--- config.mk ---
export PLATFORM = sky130hd
export DESIGN_NAME = fb_write_arbiter
export DESIGN_NICKNAME = d
export VERILOG_FILES = /design/src/rtl/fb_pkg.sv /design/src/rtl/rr_arb3.sv /design/src/rtl/fb_write_arbiter.sv
export SDC_FILE = /design/constraint.sdc
export NUM_CORES = 1
export LEC_CHECK = 0
export ABC_AREA = 1
export BUFFER_PORTS_ARGS = -buffer_cell sky130_fd_sc_hd__buf_2
export CORE_ASPECT_RATIO = 1.2
export CORE_MARGIN = 3
export CORE_UTILIZATION = 47
export DETAILED_ROUTE_END_ITERATION = 8
export GPL_TIMING_DRIVEN = 0
export HOLD_SLACK_MARGIN = 0.03
export PLACE_DENSITY = 0.9
export SLEW_MARGIN = 20
export SYNTH_ARGS = -nofsm -noshare
export SYNTH_HDL_FRONTEND = slang
export SYNTH_HIERARCHICAL = 1
export SYNTH_SLANG_ARGS = --single-unit
--- constraint.sdc ---
create_clock -name clk -period 5.8 [get_ports clk]
set_clock_uncertainty 0.1 [all_clocks]
set_input_delay 0.58 -clock clk [delete_from_list [all_inputs] [get_ports clk]]
set_output_delay 0.58 -clock clk [all_outputs]
set_load 0.05 [all_outputs]
--- src/rtl/fb_pkg.sv ---
// fb_pkg: shared constants and FSM states for the stereo frame-buffer write arbiter.
package fb_pkg;
  localparam int FB_FRAME_PIX = 19200;
  localparam logic [1:0] REGION_L = 2'b00;
  localparam logic [1:0] REGION_R = 2'b01;
  localparam logic [1:0] REGION_D = 2'b10;
  typedef enum logic [1:0] {FILL, READY, SWAP} fb_state_e;
endpackage

--- src/rtl/rr_arb3.sv ---
// rr_arb3: three-way round-robin arbiter; the index granted last has lowest priority.
module rr_arb3 (
  input  logic       clk,
  input  logic       rst,
  input  logic [2:0] req,
  input  logic       advance,
  output logic [2:0] gnt
);
  logic [1:0] r_last;
  logic [1:0] w_p0;
  logic [1:0] w_p1;
  assign w_p0 = (r_last == 2'd2) ? 2'd0 : r_last + 2'd1;
  assign w_p1 = (w_p0 == 2'd2) ? 2'd0 : w_p0 + 2'd1;
  always_comb begin
    gnt = '0;
    if (req[w_p0]) gnt[w_p0] = 1'b1;
    else if (req[w_p1]) gnt[w_p1] = 1'b1;
    else if (req[r_last]) gnt[r_last] = 1'b1;
  end
  // Reset value makes L the first index in priority order.
  always_ff @(posedge clk or posedge rst)
    if (rst) r_last <= 2'd2;
    else if (advance && |gnt) r_last <= gnt[0] ? 2'd0 : gnt[1] ? 2'd1 : 2'd2;
endmodule

--- src/rtl/fb_write_arbiter.sv ---
// fb_write_arbiter: merges L/R/disparity pixel writes into a double-buffered frame store.
// Define FB_WR_STATS_EN to add the swap_cnt / late_cnt statistics outputs.
module fb_write_arbiter
  import fb_pkg::*;
#(
  parameter int ADDR_W    = 15,
  parameter int DATA_W    = 16,
  parameter int FRAME_PIX = FB_FRAME_PIX
) (
  input  logic              clk,
  input  logic              rst,
  input  logic              wr_valid_L,
  output logic              wr_ready_L,
  input  logic [ADDR_W-1:0] wr_addr_L,
  input  logic [DATA_W-1:0] wr_data_L,
  input  logic              wr_last_L,
  input  logic              wr_valid_R,
  output logic              wr_ready_R,
  input  logic [ADDR_W-1:0] wr_addr_R,
  input  logic [DATA_W-1:0] wr_data_R,
  input  logic              wr_last_R,
  input  logic              wr_valid_D,
  output logic              wr_ready_D,
  input  logic [ADDR_W-1:0] wr_addr_D,
  input  logic [DATA_W-1:0] wr_data_D,
  input  logic              wr_last_D,
  output logic              mem_we,
  output logic [ADDR_W+2:0] mem_addr,
  output logic [DATA_W-1:0] mem_wdata,
  input  logic              vsync,
  output logic              rd_bank,
  output logic              addr_err
`ifdef FB_WR_STATS_EN
  ,
  output logic [15:0]       swap_cnt,
  output logic [15:0]       late_cnt
`endif
);
  fb_state_e         r_state;
  fb_state_e         w_state_nxt;
  logic [2:0]        r_done;
  logic [2:0]        w_req;
  logic [2:0]        w_gnt;
  logic [2:0]        w_done_nxt;
  logic              r_rd_bank;
  logic              r_vsync_q;
  logic              r_we;
  logic              r_addr_err;
  logic [ADDR_W+2:0] r_addr;
  logic [DATA_W-1:0] r_wdata;
  logic [DATA_W-1:0] w_data;
  logic [ADDR_W-1:0] w_addr;
  logic [1:0]        w_region;
  logic              w_grant;
  logic              w_oob;
  logic              w_vs_edge;
  logic              w_unused;

  assign w_req = {wr_valid_D, wr_valid_R, wr_valid_L} & ~r_done & {3{r_state == FILL}};

  rr_arb3 u_arb (
    .clk     (clk),
    .rst     (rst),
    .req     (w_req),
    .advance (w_grant),
    .gnt     (w_gnt)
  );

  assign {wr_ready_D, wr_ready_R, wr_ready_L} = w_gnt;
  assign w_grant    = |w_gnt;
  assign w_addr     = w_gnt[0] ? wr_addr_L : w_gnt[1] ? wr_addr_R : wr_addr_D;
  assign w_data     = w_gnt[0] ? wr_data_L : w_gnt[1] ? wr_data_R : {{(DATA_W-8){1'b0}}, wr_data_D[7:0]};
  assign w_region   = w_gnt[0] ? REGION_L : w_gnt[1] ? REGION_R : REGION_D;
  assign w_oob      = 32'(w_addr) >= FRAME_PIX;
  assign w_done_nxt = r_done | (w_gnt & {wr_last_D, wr_last_R, wr_last_L});
  assign w_vs_edge  = vsync & ~r_vsync_q;
  assign w_unused   = ^wr_data_D[DATA_W-1:8];

  // Entering READY on the grant that completes the frame means a vsync edge in that same cycle is still seen in FILL and ignored.
  always_comb begin
    w_state_nxt = r_state;
    case (r_state)
      FILL:    w_state_nxt = &w_done_nxt ? READY : FILL;
      READY:   w_state_nxt = w_vs_edge ? SWAP : READY;
      default: w_state_nxt = FILL;
    endcase
  end

  always_ff @(posedge clk or posedge rst)
    if (rst) begin
      r_state    <= FILL;
      r_done     <= '0;
      r_rd_bank  <= 1'b0;
      r_vsync_q  <= 1'b0;
      r_we       <= 1'b0;
      r_addr     <= '0;
      r_wdata    <= '0;
      r_addr_err <= 1'b0;
    end else begin
      r_state    <= w_state_nxt;
      r_vsync_q  <= vsync;
      r_done     <= (r_state == SWAP) ? 3'b000 : w_done_nxt;
      r_rd_bank  <= r_rd_bank ^ (r_state == SWAP);
      r_we       <= w_grant & ~w_oob;
      r_addr_err <= r_addr_err | (w_grant & w_oob);
      if (w_grant) begin
        r_addr  <= {~r_rd_bank, w_region, w_addr};
        r_wdata <= w_data;
      end
    end

  assign mem_we    = r_we;
  assign mem_addr  = r_addr;
  assign mem_wdata = r_wdata;
  assign rd_bank   = r_rd_bank;
  assign addr_err  = r_addr_err;

`ifdef FB_WR_STATS_EN
  logic [15:0] r_swap_cnt;
  logic [15:0] r_late_cnt;
  always_ff @(posedge clk or posedge rst)
    if (rst) begin
      r_swap_cnt <= '0;
      r_late_cnt <= '0;
    end else begin
      if (r_state == SWAP) r_swap_cnt <= r_swap_cnt + 16'd1;
      if (r_state == FILL && w_vs_edge && r_late_cnt != 16'hFFFF) r_late_cnt <= r_late_cnt + 16'd1;
    end
  assign swap_cnt = r_swap_cnt;
  assign late_cnt = r_late_cnt;
`endif
endmodule

==> metrics.cfg, run 1 <==
[detailed_routing]
routedWlPerCell_um = 14.6
drtIter0Drc = 171
vias_per_cell = 5.25
num_vias = 2527
drc = 0
drt_wl_total_um = 7040
first_pass_iters = 4
ant_nets = 0

[worst_hold_path]
min_path_type = primary input to async pin

[setup_path]
critPathRequiredTime_ns = 5.12
criticalPathCategory = flop to primary output
endpoint_kind = primary output
crit_path_start_kind = flop
worstPathArrival_ns = 2.19
path_max_fanout = 4

[logic_synthesis]
synthArstFlopShare_pct = 100
ys_ff_latch = 45
yosysTopAreaCellShare_pct = 46.5
synth_top_area_cell = dfrtp_1
yosys-top-cells-count = 68 x nand2_1, 44 x dfrtp_1, 34 x a21oi_1
synthFlopType = dfrtp_1
synth_edf_count = 0
yosysSeqAreaShare_pct = 47.6
synth_cell_types = 28
synth_area_sq_um = 2370
yosysMostFrequentCell = nand2_1
postSynthCellCount = 281
synth_nets = 383
avgSynthCellArea_sq_um = 8.43
synth_area_leaders = dfrtp_1 46%, nand2_1 11%, a22oi_1 7.6%, a21oi_1 7.2%, nor2_1 4.4%
yosys_warnings = 6

[timing]
slew_violations = 0
rsz0062_at_grt = no
tightest_slew_ns = 0.685
hold_viol = 0
min_period_ns = 2.87
fmax_mhz = 348
setup_violations = 0
slew_headroom_pct = 54.2
period_share_pct = 49.5
setup-tns-final_ns = 0
holdWs_ns = 0.0480

[placement]
dp.cells = 473
io_buffers = 133
dp_hpwl_um = 5590
gp_congestion = 0.791
place_area_sq_um = 3130

[cts]
cts_buffer_depth = 2
clock-sinks = 45
post_cts_resized = 0
path_clk_slew_ns = 0.08
h-tree-depth = 2
cts_tree = done
post_cts_buffers = 0
cts_buffers = 5
cts-root-buf = clkbuf_8
hold_buffers = 0
clk_latency_ns = 0.29

[global_route]
grt_start_max_net_pins = 30
grt_remaining_overflow = 0
grt_pass1_wl_um = 11500
antenna_found_initial = 1
track_usage_pct = 24.2
grt_pass1_vias = 2534

[die]
die_h_um = 83.8
io_pins = 142
core_region_area_sq_um = 4730
fp-row-count = 27
start_util_pct = 50.1
die_area_sq_um = 5930
die_w_um = 70.8

[cells_and_area]
final_area_sq_um = 3220
final_cells = 481
area_growth_pct = 36.0
final_layout_size_suffix_gt1_share_pct = 42.6
diodes = 0
num-nets-final = 524

[power_and_ir_drop]
cellLeakagePower_nw = 1.78
cellPowerDensity_nw_per_um2 = 699
fin_total_pwr_mw = 2.25
ir_drop_mv = 0.370

[run_status]
outcome = complete, no violations

[run]
cap_violations = 0

## sequential cells by signal, indices dropped and copies added (netlist names)
register,flops
u_arb/r_last,2
rd_bank,1
mem_wdata,16
mem_addr,18
addr_err,1
r_done,3
mem_we,1
r_state,2
r_vsync_q,1
## kinds of logic (layout without fill, tap and decap cells)
kind of cell | Yosys count | in the layout | synth area share (%)
buffers and inverters | 36 | 178 | 8.82
AND/OR/NAND/NOR | 129 | 129 | 25.2
AO/OA/AOI/OAI | 70 | 70 | 18.1
XOR/XNOR | 1 | 1 | 0.370
flip-flops | 45 | 45 | 47.6
## per-layer routing
layer	vias to the layer above	global-route usage (%)	share of wire (%)	wire length [um]
met5	-	0	0.18	13
met4	2	9.23	1.9	136
met3	16	5.18	8.3	584
met2	127	43.3	53	3730
met1	1160	27.7	37	2570
li1	1222	-	-	-
## path summary, 6_finish.rpt
kind	end	slack (ns)	startpoint	cells past startpoint
worst max register to register	addr_err	3.01	r_state[1]	19
worst min-delay path	u_arb/r_last[0]	0.05	rst	2
worst max-delay path	wr_ready_R	2.93	r_state[1]	8
min in group clk	r_vsync_q	0.31	vsync	1
worst min register to register	r_state[1]	0.33	r_vsync_q	1
max in group asynchronous	mem_we	4.99	rst	3
## area by class of cell
cell class / count / area, sq um
timing repair buffer: 134 / 686
buffer: 15 / 125
multi-input combinational: 200 / 1030
clock buffer: 5 / 68.8
sequential: 45 / 1130
fill: 416 / 1510
inverter: 21 / 83.8
tap: 58 / 72.6
clock inverter: 3 / 25.0
## through the flow
step                      utilization, %  setup WS, ns
after floorplan                        -          2.99
after global placement              65.7          3.03
after detailed placement            66.1          2.97
after CTS                           68.1          2.94
after global routing                68.1          2.74
final                               68.1          2.93
## worst max-delay path: stages, from the launching register on
cell and delay, ns:
dfrtp_1 0.38, inv_1 0.07, nand2_1 0.10, nor3b_1 0.59, nand4_1 0.17, nand2_1 0.10
nand2_1 0.08, nand2_1 0.13, buf_2 0.29
## report_power, final
part	internal (mW)	total [mW]	switching [mW]
Sequential	0.468	0.550	0.0822
Clock	0.0870	0.197	0.110
Combinational	0.443	1.50	1.06
Total	0.998	2.25	1.25
## cells in the final DEF (no fill, tap or decap), types with 2 or more instances in the layout
master    count
clkbuf_8      5
nand3_2       4
nor3b_1       3
dfrtp_1      44
buf_2       137
inv_1        17
o22ai_1       2
nand2_4       2
nand2_1      68
a21o_1        2
a22oi_1      24
a21oi_2       2
inv_4         2
nand3_1      10
a21oi_1      34
nand4_1       3
buf_4         5
inv_2         2
nor2_2        2
nand2_2       5
nor2_4        3
o21ai_0       4
buf_6         6
nor2_1       28
Power figures use the tool's default switching activity.
==> inputs of run 2 (changes only) <==
--- a/config.mk
+++ b/config.mk
@@ -9,11 +9,11 @@
 export BUFFER_PORTS_ARGS = -buffer_cell sky130_fd_sc_hd__buf_2
 export CORE_ASPECT_RATIO = 1.2
 export CORE_MARGIN = 3
-export CORE_UTILIZATION = 47
+export CORE_UTILIZATION = 43
 export DETAILED_ROUTE_END_ITERATION = 8
 export GPL_TIMING_DRIVEN = 0
 export HOLD_SLACK_MARGIN = 0.03
-export PLACE_DENSITY = 0.9
+export PLACE_DENSITY = 0.84
 export SLEW_MARGIN = 20
 export SYNTH_ARGS = -nofsm -noshare
 export SYNTH_HDL_FRONTEND = slang
==> constraint.sdc (replaced) <==
create_clock -name clk -period 2.73 [get_ports clk]
set_clock_uncertainty 0.1 [all_clocks]
set_input_delay 0.273 -clock clk [delete_from_list [all_inputs] [get_ports clk]]
set_output_delay 0.273 -clock clk [all_outputs]
set_load 0.05 [all_outputs]
==> metrics.cfg, run 2 (synthesis results as in run 1) <==
[cells_and_area]
utilization_pct = 62.7
num-nets-final = 527
diodes = 0
final_cell_mix = 137 x buf_2, 67 x nand2_1, 44 x dfrtp_1
fillers = 461
seq_area_sq_um = 1130
final_common_cell = buf_2
final_layout_size_suffix_gt1_share_pct = 43.4
largest_reg_flops = 18
multi_input_area_sq_um = 1070
area_growth_pct = 40.1

[global_route]
grt_start_max_net_pins = 25
grt_pass1_wl_um = 10600
antenna_found_initial = 0
track_usage_pct = 20.9
grt_pass1_vias = 2376
grt_remaining_overflow = 0

[cts]
cts_buffer_depth = 2
path_clk_slew_ns = 0.09
clock-sinks = 45
h-tree-depth = 2
clk_latency_ns = 0.29
cts_tree = done
cts_buffers = 5
cts-root-buf = clkbuf_8

[setup_path]
crit_family = simple AND/OR/NAND/NOR gates
critPathRequiredTime_ns = 2.86
endpoint_kind = flop
critPathMostFrequentCell = nand2_1
criticalPathCategory = flop to flop
path_max_fanout = 14
cp_cell_sequence = inv_1 -> nand2_2 -> nor3b_4 -> nand2_4 -> nand2_1 -> a21oi_2 -> nand2_1 -> nand2_1 -> buf_6 -> inv_4 -> nand2_4 -> nor2_4 -> inv_2 -> buf_4 -> a21oi_1 -> a21oi_2
cp_slowest_stage_delay_ns = 0.38
cp_slowest_cell = dfrtp_1
worstPathArrival_ns = 2.56
cp_num_buf_inv = 5
crit_path_start_kind = flop

[power_and_ir_drop]
cellPowerDensity_nw_per_um2 = 1470
p_switching_mw = 2.65
internal_power_mw = 2.24
pwr-share-clk_pct = 10.5
p_sw_share_pct = 54.2
cellLeakagePower_nw = 1.82
fin_total_pwr_mw = 4.88
p_seq_share_pct = 24.2
p_comb_share_pct = 65.4
ir_drop_mv = 0.670

[die]
die_w_um = 73.8
die_area_sq_um = 6440
core_region_area_sq_um = 5300
fp-row-count = 29
die_h_um = 87.3
start_util_pct = 44.7
io_pins = 142

[run]
cap_violations = 0

[detailed_routing]
ant_nets = 0
routedWlPerCell_um = 13.5
first_pass_iters = 4
vias_per_cell = 5.02
num_vias = 2451
drc = 0
drt_wl_total_um = 6590
drtIter0Drc = 80

[timing]
slew_violations = 0
period_share_pct = 89.1
hold_viol = 0
setup_violations = 0
min_period_ns = 2.43
fmax_mhz = 411
slew_headroom_pct = 67.9
rsz0062_at_grt = no
tightest_slew_ns = 0.480
setup-tns-final_ns = 0

[worst_hold_path]
min_path_type = primary input to flop

[placement]
gp_congestion = 0.857
dp_hpwl_um = 5150
io_buffers = 133

[run_status]
outcome = complete, no violations

==> run 2: cell types whose count changed in the layout (fill, tap and decap cells not counted), sizes merged <==
cell / change
inv: -1
bufinv: +1
dlygate4sd3: +2
buf: +1
==> run 2: through the flow <==
step	hold slack [ns]	cells	area (sq um)	worst slack [ns]
3_5_place_dp	0.0555	477	3150	0.0916
2_1_floorplan	-0.0865	281	2370	0.106
6_report	0.0893	488	3320	0.298
4_1_cts	0.0796	487	3280	0.0742
5_1_grt	0.0775	488	3320	0.00751
3_3_place_gp	0.0382	476	3120	0.175
==> run 2: power by group through the flow <==
stage / Combinational (mW) / Sequential, mW / Clock [mW]
after floorplan: 1.55 / 2.04 / 0
after global placement: 3.10 / 1.17 / 0
after detailed placement: 3.18 / 1.18 / 0
after CTS: 3.18 / 1.17 / 0.520
after global routing: 3.48 / 1.22 / 0.555
final: 3.19 / 1.18 / 0.511
==> run 2: area by class of cell <==
| class | count | share of cell area, % |
|---|---|---|
| sequential | 45 | 34.0 |
| multi-input combinational | 200 | 32.2 |
| buffer | 15 | 3.77 |
| clock inverter | 3 | 1.39 |
| inverter | 21 | 2.53 |
| tap | 62 | 2.34 |
| clock buffer | 5 | 2.07 |
| timing repair buffer | 137 | 21.7 |
==> run 2: tightest hold or removal path: stages <==
cell and delay, ns:
buf_2 0.08, a22oi_1 0.05, nand2_1 0.05
==> run 2: path summary, 6_finish.rpt <==
check / to / start / depth (start not counted) / slack, ns
worst min-delay path: mem_wdata[9] / wr_data_R[9] / 3 / 0.09
min in group asynchronous: u_arb/r_last[0] / rst / 3 / 0.30
worst min register to register: r_state[1] / r_vsync_q / 1 / 0.34
max in group asynchronous: mem_wdata[15] / rst / 4 / 1.58
worst max register to register: u_arb/r_last[1] / r_state[0] / 16 / 0.30
worst max-delay path: u_arb/r_last[1] / r_state[0] / 16 / 0.30
==> run 2: layer usage <==
| metal | vias to the layer above | wire (um) | part of all wire, % | track usage [%] |
|---|---|---|---|---|
| met5 | - | 0 | 0 | 0 |
| met4 | 0 | 25 | 0.38 | 4.78 |
| met3 | 2 | 469 | 7.1 | 3.58 |
| met2 | 94 | 3340 | 51 | 36.9 |
| met1 | 1127 | 2750 | 42 | 26.2 |
| li1 | 1228 | - | - | - |
==> run 2: repair_timing <==
item,4_1_cts,5_1_grt
setup buffers,0,1
resized for setup,0,6
hold buffers,2,0
hold endpoints to repair,22,0
endpoints found under the setup margin,0,36
==> inputs of run 3 (changes only) <==
--- a/config.mk
+++ b/config.mk
@@ -8,7 +8,6 @@
 export ABC_AREA = 1
 export BUFFER_PORTS_ARGS = -buffer_cell sky130_fd_sc_hd__buf_2
 export CORE_ASPECT_RATIO = 1.2
-export CORE_MARGIN = 3
 export CORE_UTILIZATION = 43
 export DETAILED_ROUTE_END_ITERATION = 8
 export GPL_TIMING_DRIVEN = 0
==> metrics.cfg, run 3 (synthesis results as in run 1) <==
[timing]
tightest_slew_ns = 0.434
setup-tns-final_ns = 0
hold_viol = 0
setup_slack_ns = 0.210
setup_violations = 0
min_period_ns = 2.52
slew_violations = 0
period_share_pct = 92.3
rsz0062_at_grt = no
slew_headroom_pct = 71.0
fmax_mhz = 397

[global_route]
grt_remaining_overflow = 0
grt_use_met3_pct = 3.64
antenna_found_initial = 0
grt_start_max_net_pins = 26
use_met1_pct = 28.3
track_usage_pct = 22.1
grt_pass1_vias = 2356
grt_pass1_wl_um = 10500
met2_usage_pct = 38.8
top_usage_layer = met2

[placement]
io_buffers = 133
gp_congestion = 0.912
place_ws_ns = 0.121
dp_hpwl_um = 4920

[setup_path]
critPathRequiredTime_ns = 2.86
path_max_fanout = 10
endpoint_kind = flop
criticalPathCategory = flop to flop
r2r_cells = 20
cp-startpoint = r_state[0]
crit_path_start_kind = flop
reg2reg_from = r_state[0]
worstPathArrival_ns = 2.65

[worst_hold_path]
holdPathStages = 3
min_path_type = primary input to flop
worstHoldStart = wr_data_R[12]

[cts]
cts_buffers = 5
clk_latency_ns = 0.28
cts-root-buf = clkbuf_8
cts_buffer_depth = 2
h-tree-depth = 2
cts_tree = done
clock-sinks = 45
path_clk_slew_ns = 0.08

[die]
start_util_pct = 44.7
io_pins = 142
fp-row-count = 29
die_h_um = 83.3
die_w_um = 69.8
core_region_area_sq_um = 5300
die_area_sq_um = 5810

[run_status]
outcome = complete, no violations

[cells_and_area]
final_cell_mix = 135 x buf_2, 68 x nand2_1, 44 x dfrtp_1
area_growth_pct = 40.4
diodes = 0
largest_reg_flops = 18
utilization_pct = 62.8
final_common_cell = buf_2
final_layout_size_suffix_gt1_share_pct = 43.2
num-nets-final = 527

[detailed_routing]
routedWlPerCell_um = 12.9
num_vias = 2464
vias_per_cell = 5.05
drtIter0Drc = 184
ant_nets = 0
first_pass_iters = 4
drt_wl_total_um = 6280
drc = 0

[power_and_ir_drop]
ir_drop_mv = 0.802
cellLeakagePower_nw = 1.83
cellPowerDensity_nw_per_um2 = 1480

[run]
cap_violations = 0

[run 3: changes by cell type in the layout (fill, tap and decap cells not counted), sizes merged]
cell	change
bufinv	+1
clkinvlp	-1
buf	-2
clkbuf	+2
[run 3: cell type report]
class,instances,area (sq um)
Buffer,15,130
Clock buffer,5,68.8
Clock inverter,3,65.1
Fill cell,464,1970
Inverter,21,83.8
Multi-Input combinational cell,200,1050
Sequential cell,45,1130
Tap cell,62,77.6
Timing Repair Buffer,137,721
[run 3: path summary, 6_finish.rpt]
kind,to,slack (ns)
setup / recovery,addr_err,0.21
hold / removal,mem_wdata[12],0.1
setup reg to reg,addr_err,0.21
hold reg to reg,r_state[1],0.34
max in group asynchronous,mem_wdata[1],1.62
min in group asynchronous,u_arb/r_last[0],0.30
[run 3: power breakdown]
group / leakage (nW) / internal, mW / switching [mW]
combinational: 1.23 / 0.963 / 2.21
clock: 0.0681 / 0.363 / 0.216
sequential: 0.535 / 0.995 / 0.182
[run 3: timing repair]
action / in CTS / in global routing
hold buffers: 2 / 0
endpoints found under the hold margin: 21 / 0
resized for setup: 0 / 5
endpoints found under the setup margin: 0 / 30
setup buffers: 0 / 1
[run 3: metrics by stage]
stage	cells	instance area (sq um)	power [mW]	hold slack (ns)
floorplan	281	2370	3.60	-0.0865
global placement	476	3120	4.27	0.0427
detailed placement	477	3150	4.35	0.0507
finish	488	3330	4.93	0.0966
CTS	487	3300	4.93	0.0875
global route	488	3330	5.31	0.0900
[run 3: routing by layer]
metal	up-vias	part of all wire (%)
met4	0	1.2
met3	8	7.0
met5	-	0
met2	112	51
li1	1227	-
met1	1117	41
[run 3: critical path, cell delays in order, from the launching register on]
cell	delay [ns]
dfrtp_1	0.38
inv_1	0.07
nand2_1	0.15
nor3b_2	0.24
buf_4	0.14
nand2_2	0.07
nand2_1	0.08
a21oi_2	0.04
nand2_1	0.11
nand2_1	0.11
buf_6	0.17
nor2_4	0.12
buf_6	0.16
nand2_2	0.06
nand3_2	0.06
nand2_1	0.07
nand2_1	0.07
nand3_1	0.07
nand2_1	0.09
nand2_1	0.05
nand2_1	0.05
